$ cat src/rtl/i2c_cfg_pkg.sv
// Shared types and constants for the I2C configuration frame loader.
// A frame is SWITCH_TO, {ADDR[6:0], DEST}, then four payload bytes MSB first.
package i2c_cfg_pkg;

  typedef enum logic [2:0] {
    IDLE    = 3'd0,
    HDR     = 3'd1,
    PAY     = 3'd2,
    WRITE   = 3'd3,
    DISCARD = 3'd4
  } state_t;

  localparam int FRAME_BYTES   = 6;
  localparam int PAY_BYTES     = 4;
  // Bytes that follow a rejected bank select and must be swallowed.
  localparam int DISCARD_BYTES = FRAME_BYTES - 1;

  localparam logic DEST_MASK    = 1'b0;
  localparam logic DEST_PATTERN = 1'b1;

endpackage

$ cat src/rtl/i2c_tgl_sync.sv
// Brings the receiver's per-byte READ toggle into the CLK domain and turns
// each toggle edge (either direction) into a one-cycle byte strobe.
module i2c_tgl_sync (
  input  logic clk,
  input  logic rst_n,
  input  logic tgl,
  output logic stb
);

  logic sync1;
  logic sync2;
  logic sync3;

  // Two-flop synchroniser followed by one delay flop for edge detection.
  always_ff @(posedge clk) begin
    if (!rst_n) begin
      sync1 <= 1'b0;
      sync2 <= 1'b0;
      sync3 <= 1'b0;
    end else begin
      sync1 <= tgl;
      sync2 <= sync1;
      sync3 <= sync2;
    end
  end

  assign stb = sync2 ^ sync3;

endmodule

$ cat src/rtl/i2c_cfg_loader.sv
// Assembles six-byte configuration frames from the I2C receiver byte stream
// and issues one 32-bit write per frame into the mask/pattern banks.
// Optional build macro CFG_BANK_CHECK_EN: range-checks the bank select and
// discards frames that address a non-existent bank (raising ERR_BANK).
// dbg_state exposes the frame FSM state for observation.
module i2c_cfg_loader
  import i2c_cfg_pkg::*;
#(
  parameter int ADDR_W     = 7,
  parameter int NUM_BANKS  = 4,
  parameter int BANK_W     = 2,
  parameter int TMO_CYCLES = 100000,
  parameter int TMO_W      = 17
) (
  input  logic              CLK,
  input  logic              RST_N,
  input  logic [7:0]        BYTE_IN,
  input  logic              READ_TGL,
  output logic              WR_VALID,
  input  logic              WR_READY,
  output logic [BANK_W-1:0] WR_BANK,
  output logic              WR_DEST,
  output logic [ADDR_W-1:0] WR_ADDR,
  output logic [31:0]       WR_DATA,
  input  logic              CLR_ERR,
  output logic              ERR_OVR,
  output logic              ERR_TMO,
  output logic              ERR_BANK,
  output logic [7:0]        FRAME_CNT,
  output state_t            dbg_state
);

  if (BANK_W != $clog2(NUM_BANKS)) begin : g_bad_bank_w
    $error("BANK_W must equal clog2(NUM_BANKS)");
  end

  localparam logic [TMO_W-1:0] TMO_LAST = TMO_W'(TMO_CYCLES - 1);
  localparam logic [2:0]       PAY_LAST = 3'(PAY_BYTES - 1);
  localparam logic [2:0]       DIS_LAST = 3'(DISCARD_BYTES - 1);

  state_t           state_q;
  state_t           state_d;
  logic             byte_stb;
  logic [2:0]       idx_q;
  logic [TMO_W-1:0] tmo_q;
  logic             tmo_run;
  logic             tmo_expired;
  logic             set_ovr;
  logic             set_tmo;
  logic             wr_done;

  i2c_tgl_sync u_sync (
    .clk   (CLK),
    .rst_n (RST_N),
    .tgl   (READ_TGL),
    .stb   (byte_stb)
  );

  // Write handshake: WR_VALID is high exactly while in WRITE; the request
  // and its fields hold steady until a cycle with WR_READY=1, which is the
  // transfer cycle. WR_VALID falls the cycle after, or at a reset edge.
  assign WR_VALID  = (state_q == WRITE);
  assign dbg_state = state_q;

  assign tmo_run     = (state_q == HDR) || (state_q == PAY) || (state_q == DISCARD);
  // A byte strobe always beats an expiring timeout.
  assign tmo_expired = tmo_run && !byte_stb && (tmo_q == TMO_LAST);

`ifdef CFG_BANK_CHECK_EN
  logic set_bank;
  logic err_bank_q;
  assign ERR_BANK = err_bank_q;
`else
  assign ERR_BANK = 1'b0;
`endif

  // Frame FSM state register.
  always_ff @(posedge CLK) begin
    if (!RST_N) state_q <= IDLE;
    else        state_q <= state_d;
  end

  // Next-state decode and error/completion events.
  always_comb begin
    state_d = state_q;
    set_ovr = 1'b0;
    set_tmo = 1'b0;
    wr_done = 1'b0;
`ifdef CFG_BANK_CHECK_EN
    set_bank = 1'b0;
`endif
    case (state_q)
      IDLE: begin
        if (byte_stb) begin
          state_d = HDR;
`ifdef CFG_BANK_CHECK_EN
          if (int'(BYTE_IN) >= NUM_BANKS) begin
            state_d  = DISCARD;
            set_bank = 1'b1;
          end
`endif
        end
      end
      HDR: begin
        if (byte_stb) begin
          state_d = PAY;
        end else if (tmo_expired) begin
          state_d = IDLE;
          set_tmo = 1'b1;
        end
      end
      PAY: begin
        if (byte_stb) begin
          if (idx_q == PAY_LAST) state_d = WRITE;
        end else if (tmo_expired) begin
          state_d = IDLE;
          set_tmo = 1'b1;
        end
      end
      WRITE: begin
        // Bytes arriving during a pending write are dropped, even if the
        // write completes in the same cycle.
        if (byte_stb) set_ovr = 1'b1;
        if (WR_READY) begin
          state_d = IDLE;
          wr_done = 1'b1;
        end
      end
      DISCARD: begin
        if (byte_stb) begin
          if (idx_q == DIS_LAST) state_d = IDLE;
        end else if (tmo_expired) begin
          state_d = IDLE;
          set_tmo = 1'b1;
        end
      end
      default: state_d = IDLE;
    endcase
  end

  // Byte capture, timeout counter, frame counter and sticky error flags.
  always_ff @(posedge CLK) begin
    if (!RST_N) begin
      WR_BANK   <= '0;
      WR_DEST   <= 1'b0;
      WR_ADDR   <= '0;
      WR_DATA   <= '0;
      idx_q     <= '0;
      tmo_q     <= '0;
      FRAME_CNT <= '0;
      ERR_OVR   <= 1'b0;
      ERR_TMO   <= 1'b0;
    end else begin
      if (byte_stb || !tmo_run || set_tmo) tmo_q <= '0;
      else                                 tmo_q <= tmo_q + 1'b1;

      if (byte_stb) begin
        case (state_q)
          IDLE: begin
            WR_BANK <= BYTE_IN[BANK_W-1:0];
            idx_q   <= '0;
          end
          HDR: begin
            WR_ADDR <= ADDR_W'(BYTE_IN[7:1]);
            WR_DEST <= BYTE_IN[0] ? DEST_PATTERN : DEST_MASK;
            idx_q   <= '0;
          end
          PAY: begin
            WR_DATA <= {WR_DATA[23:0], BYTE_IN};
            idx_q   <= idx_q + 1'b1;
          end
          DISCARD: idx_q <= idx_q + 1'b1;
          default: ;
        endcase
      end

      if (wr_done) FRAME_CNT <= FRAME_CNT + 1'b1;

      if (set_ovr)      ERR_OVR <= 1'b1;
      else if (CLR_ERR) ERR_OVR <= 1'b0;
      if (set_tmo)      ERR_TMO <= 1'b1;
      else if (CLR_ERR) ERR_TMO <= 1'b0;
    end
  end

`ifdef CFG_BANK_CHECK_EN
  // Sticky bank range error.
  always_ff @(posedge CLK) begin
    if (!RST_N)        err_bank_q <= 1'b0;
    else if (set_bank) err_bank_q <= 1'b1;
    else if (CLR_ERR)  err_bank_q <= 1'b0;
  end
`endif

endmodule
$ cat config.mk
export PLATFORM = sky130hd
export DESIGN_NAME = i2c_cfg_loader
export DESIGN_NICKNAME = d
export VERILOG_FILES = /design/src/rtl/i2c_cfg_pkg.sv /design/src/rtl/i2c_tgl_sync.sv /design/src/rtl/i2c_cfg_loader.sv
export SDC_FILE = /design/constraint.sdc
export NUM_CORES = 1
export LEC_CHECK = 0
export ABC_CLOCK_PERIOD_IN_PS = 1900
export CAP_MARGIN = 0
export CORE_UTILIZATION = 45
export CTS_CLUSTER_SIZE = 16
export DETAILED_ROUTE_END_ITERATION = 6
export GPL_TIMING_DRIVEN = 0
export PLACE_DENSITY = 0.7
export SLEW_MARGIN = 20
export SYNTH_ARGS = -nofsm -noshare
export SYNTH_HDL_FRONTEND = slang
export SYNTH_SLANG_ARGS = --single-unit
$ cat constraint.sdc
create_clock -name CLK -period 1.9 [get_ports CLK]
set_input_delay 0.19 -clock CLK [delete_from_list [all_inputs] [get_ports CLK]]
set_output_delay 0.19 -clock CLK [all_outputs]
set_load 0.02 [all_outputs]
# ---- After elaboration in Yosys (flattened, before gate mapping)
# Index checks and enable logic that the tools add are counted.
# W data, S select, Z words.
dict set report classes {
  magnitude_cmp 0
  n_addsub 3
  multipliers 0
  shifts 0
  div_mod_pow 0
  n_mux 21
  eq_ne 11
  bitwise 2
  reduce_logical 21
}
# operator count
set op_table {}
lappend op_table {{$mux W3} 8}
lappend op_table {{$add A17 B1 Y17 const B} 1}
lappend op_table {{$eq A17 B17 Y1 const B} 1}
lappend op_table {{$pmux W3 S5} 1}
lappend op_table {{$mux W1} 11}
lappend op_table {{$eq A3 B2 Y1 const B} 3}
lappend op_table {{$add A8 B1 Y8 const B} 1}
lappend op_table {{$reduce_and A2 Y1} 4}
lappend op_table {{$eq A3 B3 Y1 const B} 2}
lappend op_table {{$ne A3 B2 Y1 const B} 2}
lappend op_table {{$pmux W3 S2} 1}
lappend op_table {{$reduce_bool A2 Y1} 3}
lappend op_table {{$reduce_or A2 Y1} 3}
lappend op_table {{$logic_or A1 B1 Y1} 4}
lappend op_table {{$reduce_and A4 Y1} 1}
lappend op_table {{$add A3 B1 Y3 const B} 1}
lappend op_table {{$eq A3 B1 Y1 const B} 1}
lappend op_table {{$logic_not A3 Y1} 1}
lappend op_table {{$reduce_or A3 Y1} 1}
lappend op_table {{$logic_and A1 B1 Y1} 2}
lappend op_table {{$logic_not A1 Y1} 2}
lappend op_table {{$ne A2 B1 Y1 const B} 1}
lappend op_table {{$ne A2 B2 Y1 const B} 1}
lappend op_table {{$not A1 Y1} 1}
lappend op_table {{$xor A1 B1 Y1} 1}
dict set report totals {
  out_inout_bits 57
  latchBits 0
  romBits 0
  memories 0
  elab_cells 71
  ram_bits 0
  in_bits 13
  ff_bits 78
}

# ---- Logic depth before layout (Yosys ltp)
dict set report logic_depth {
  word_depth 10
  ltp_mapped 8
}

# ---- Cells and area by module
# From an unflattened synthesis, not the netlist that was laid out.
dict set report unflattened {
  hier_cells 383
  area_unflattened_um2 3290.7
}
# mod seq_area_each_um2 n_inst area_per_inst_um2 cells_per_inst
set by_module_without_submodules {}
lappend by_module_without_submodules {i2c_cfg_loader 1501.4 1 3201.8 376}
lappend by_module_without_submodules {i2c_tgl_sync 60.1 1 88.8 7}

# ---- Worst setup path after synthesis
# No wires, ideal clock.
dict set report synth_path {
  path_type {flip-flop to flip-flop}
  startpoint {reg tmo_q[0]}
  endpoint {reg tmo_q[11]}
  t_arrival_ns 1.667
  t_required_ns 1.838
  stages_incl_launch_ff 9
  slack_ns 0.170
  path_buffers 3
  period_less_slack_ns 1.730
  cell_sequence {dfxtp_1 -> ha_1 -> and4_4 -> buf_6 -> nand4_2 -> or3b_1 -> buf_6 -> buf_12 -> nor2_4}
}
dict set report synth_via {
  elab_chain_cells 7
  word_cells_on_any_way 8
}
# element line_no
set synth_lines {}
lappend synth_lines {{start: declaration} i2c_cfg_loader.sv:45} ;# logic [TMO_W-1:0] tmo_q;
lappend synth_lines {{start signal: assignment} i2c_cfg_loader.sv:155} ;# else tmo_q <= tmo_q + 1'b1;
lappend synth_lines {{$eq A17 B17 Y1} i2c_cfg_loader.sv:67} ;# assign tmo_expired = tmo_run && !byte_stb && (tmo_q == TMO_LAST);
lappend synth_lines {{$logic_and A1 B1 Y1} i2c_cfg_loader.sv:67}
lappend synth_lines {{$mux W1} {i2c_cfg_loader.sv:107, i2c_cfg_loader.sv:115, i2c_cfg_loader.sv:132}}
lappend synth_lines {{$mux W1} i2c_cfg_loader.sv:130} ;# if (byte_stb) begin
lappend synth_lines {{$mux W1} -}
lappend synth_lines {{$logic_or A1 B1 Y1} i2c_cfg_loader.sv:154} ;# if (byte_stb || !tmo_run || set_tmo) tmo_q <= '0;
lappend synth_lines {{$reduce_or A2 Y1 (no line)} -}
# Parallel ways exist; a longest one is shown, timed or not.
# A chain may end at the register's enable or synchronous reset.

# ---- Worst setup path in the final report
dict set report layout_path {
  startpoint {reg tmo_q[0]}
  endpoint {reg tmo_q[14]}
}
# The elaborated chain is that of the path after synthesis.

==> flow_summary.toml <==
[layout]
final-seq-area_um2 = 1560
drive_above_1_share_pct = 10.5
multi_input_area_um2 = 1620
fillers = 678
insertedDiodeCount = 0
syn_to_final_growth_pct = 31.5
nNetsFinal = 480
instances_no_fill = 565

[synthesis]
synth_ff_type = "dfxtp_1"
synth_async_sr_flop_share_pct = 0
ys_warn_count = 0
syn-cell-area_um2 = 3340
ys_ff_latch = 78
ys_seq_area_share_pct = 46.8
syn_avg_cell_area_um2 = 8.71
synth_edf_count = 0
syn-num-nets = 401
yosysUniqueCellTypes = 53
netlist_instances = 383

[min_path]
hp-class = "reg -> reg"
min_to = "u_sync.sync2"
hold_start = "u_sync.sync1"
hold_depth = 1

[timing]
holdWs_ps = 435
min_period_over_period_pct = 95.9
worst_slew_pin_slew_ps = 538
final_hold_viol_count = 0
slew_headroom_pct = 63.8
rsz0062_at_grt = "false"
setup_viol = 0
clock_skew_ps = 8.22
finalCriticalPeriod_ps = 1820
finalSetupTns_ps = 0
max_freq_mhz = 549
slew_violations = 0

[grt]
grt_pass1_wl_mm = 12.4
grtUsageTotal_pct = 20.6
grt_max_degree = 14
grt_pass1_vias = 2616
overflow = 0
antenna_found_initial = 0

[setup_path]
path_max_fanout = 10
path_cells = "ha_2 -> and4_4 -> buf_6 -> nand4_2 -> or3b_4 -> buf_6 -> buf_12 -> nor2_4"
cp-end-kind = "register"
cpMostUsedCell = "buf_6"
r2r_cells = 8
r2r-end = "tmo_q[14]"
reg2reg_slack_ps = 80
r2r_start = "tmo_q[0]"
cp_slowest_cell = "or3b_4"
critPathArrivalTime_ps = 2100
crit_path_start_kind = "register"
cp.required_ps = 2180
max_stage_delay_ps = 390
path_class = "reg -> reg"

[place]
gp_congestion = 0.861
dp.cells = 550
numPortBuffers = 68
dpl.hpwl_mm = 5.36

[cts]
cts-buffers-inserted = 9
root_buffer = "clkbuf_8"
clockBufferDepth = 2
h-tree-depth = 3
cts.sinks = 78
clk_pin_slew_worst_paths_ps = 80
clk_latency_ps = 340
cts_tree = "done"

[drt]
num_vias = 2842
drt-pass1-iter-count = 4
drtIter0Drc = 142
post_drt_wl_per_cell_um = 13.2
wl_mm = 7.47
drc = 0
routed_via_density = 5.03
detail-route-antenna-nets = 0

[pwr]
peakVddDrop_v = 0.000491
seqPwrFrac_pct = 48.8
power_frac_clock_pct = 42.4
p_int_mw = 2.65
power_switching_mw = 0.784
totalPowerFinal_mw = 3.43
powerDensity_nw_per_um2 = 783
leakage_nw = 1.48
p_sw_share_pct = 22.8
combPwrFrac_pct = 8.8

[flow_run]
cap_violations = 0

[die]
num_rows = 31
dieArea_um2 = 7760
core_area_um2 = 7210
io_pins = 70
start_util_pct = 46.2
die_w_um = 88.1
die_h_um = 88.1

[outcome]
status = "completed"
sequential cells by signal, summed over array words and instances (netlist names), 2 cells and up:
| register | flops |
|---|---|
| WR_ADDR | 7 |
| tmo_q | 17 |
| dbg_state | 3 |
| WR_DATA | 32 |
| FRAME_CNT | 8 |
| idx_q | 3 |
| WR_BANK | 2 |
power by group through the flow:
| stage | logic [mW] | clock network [mW] | registers (mW) |
|---|---|---|---|
| final | 0.302 | 1.46 | 1.67 |
| after global routing | 0.331 | 1.55 | 1.68 |
| after CTS | 0.300 | 1.49 | 1.67 |
| after detailed placement | 0.298 | 0 | 1.71 |
| after global placement | 0.296 | 0 | 1.71 |
| after floorplan | 0.182 | 0 | 1.73 |
worst max path at each step:
stage                        start        end  slack (ps)  depth (start not counted)
after global routing      tmo_q[0]   tmo_q[9]          20                          8
after floorplan           tmo_q[0]  tmo_q[11]         170                          8
after detailed placement     RST_N  tmo_q[14]          40                          6
final                     tmo_q[0]  tmo_q[14]          80                          8
after global placement       RST_N   tmo_q[9]          60                          6
after CTS                 tmo_q[0]  tmo_q[14]          40                          8
cells in the final DEF, fill, tap and decap left out, types with 2 or more instances in the layout:
cell type and instances:
dfxtp_1 76, and2_1 4, bufinv_16 3, a2bb2oi_1 2, nor4_1 2, nand3b_1 2
ha_1 4, buf_2 5, clkbuf_8 9, buf_6 2, mux2i_1 10, a21oi_1 43
xnor2_1 10, and3_1 2, nor2_4 8, nor2b_1 2, clkbuf_2 4, inv_1 4
clkbuf_1 10, nor4b_1 2, nand2b_1 4, nor2_2 2, nor3_1 4, nand2_1 81
nand4_1 8, or3_1 2, xor2_1 12, clkdlybuf4s50_1 67, o31ai_1 2, nor2_1 27
buf_4 3, and4_1 2, o21ai_0 9, dfxtp_2 2, nand3_1 8
kinds of logic (layout without fill, tap and decap cells):
group	after synthesis	after routing	share of synthesized area [%]
compound gates	65	65	10.9
xor+xnor	22	22	5.78
fa+ha+maj	5	5	1.88
buf+inv	30	113	4.84
flops	78	78	46.8
mux	10	10	3.00
other cells	1	1	0.112
simple gates	172	172	26.7
layer usage:
metal / GRT usage [%] / up-vias / wire length, um / share of wire [%]
li1: - / 1450 / - / -
met1: 27.1 / 1326 / 3530 / 47
met2: 34.1 / 62 / 3610 / 48
met3: 3.96 / 4 / 279 / 3.7
met4: 7.04 / 0 / 46 / 0.62
met5: 0 / - / 0 / 0
synth_stat cells (all sizes together) (3+ instances only):
master / instances / area share (%)
nand2: 81 / 9.1
dfxtp: 78 / 47
a21oi: 43 / 6.5
nor2: 37 / 6.1
clkbuf: 14 / 1.6
xor2: 12 / 3.2
buf: 11 / 2.7
mux2i: 10 / 3.0
o21ai: 10 / 1.5
xnor2: 10 / 2.6
nand4: 9 / 1.9
nand3: 8 / 1.2
ha: 5 / 1.9
nor3: 5 / 0.90
and2: 4 / 0.75
inv: 4 / 0.45
nand2b: 4 / 0.75
and4: 3 / 0.86
nor4: 3 / 0.75
worst max-delay path: cells and delay by family (launching register included):
family | cells | cell delay (ps)
adder cells (fa/ha/maj) | 1 | 200
buffers and inverters | 3 | 440
flip-flops | 1 | 350
AND/OR/NAND/NOR | 4 | 780
stage by stage:
| stage | util, % | worst slack, ps | area (um2) |
|---|---|---|---|
| floorplan | - | 170 | 3340 |
| detailed placement | 57.4 | 39.0 | 4140 |
| global route | 60.8 | 20.8 | 4390 |
| global placement | 57.4 | 57.2 | 4140 |
| finish | 60.8 | 77.0 | 4390 |
| CTS | 60.7 | 37.4 | 4380 |
what timing repair did:
action                     4_1_cts  5_1_grt
hold buffers                     0        0
cloned                           0        0
setup endpoints to repair        1       36
gates resized for setup          3        9
setup buffers                    0        0
final cells by class:
class	count	share of cell area, %
tap	99	2.82
buffer	25	3.37
inverter	5	0.428
timing repair buffer	68	15.5
clock buffer	9	2.82
multi-input combinational	275	36.9
clock inverter	6	2.54
sequential	78	35.7
Note: power is estimated with default switching activity, not from simulation.
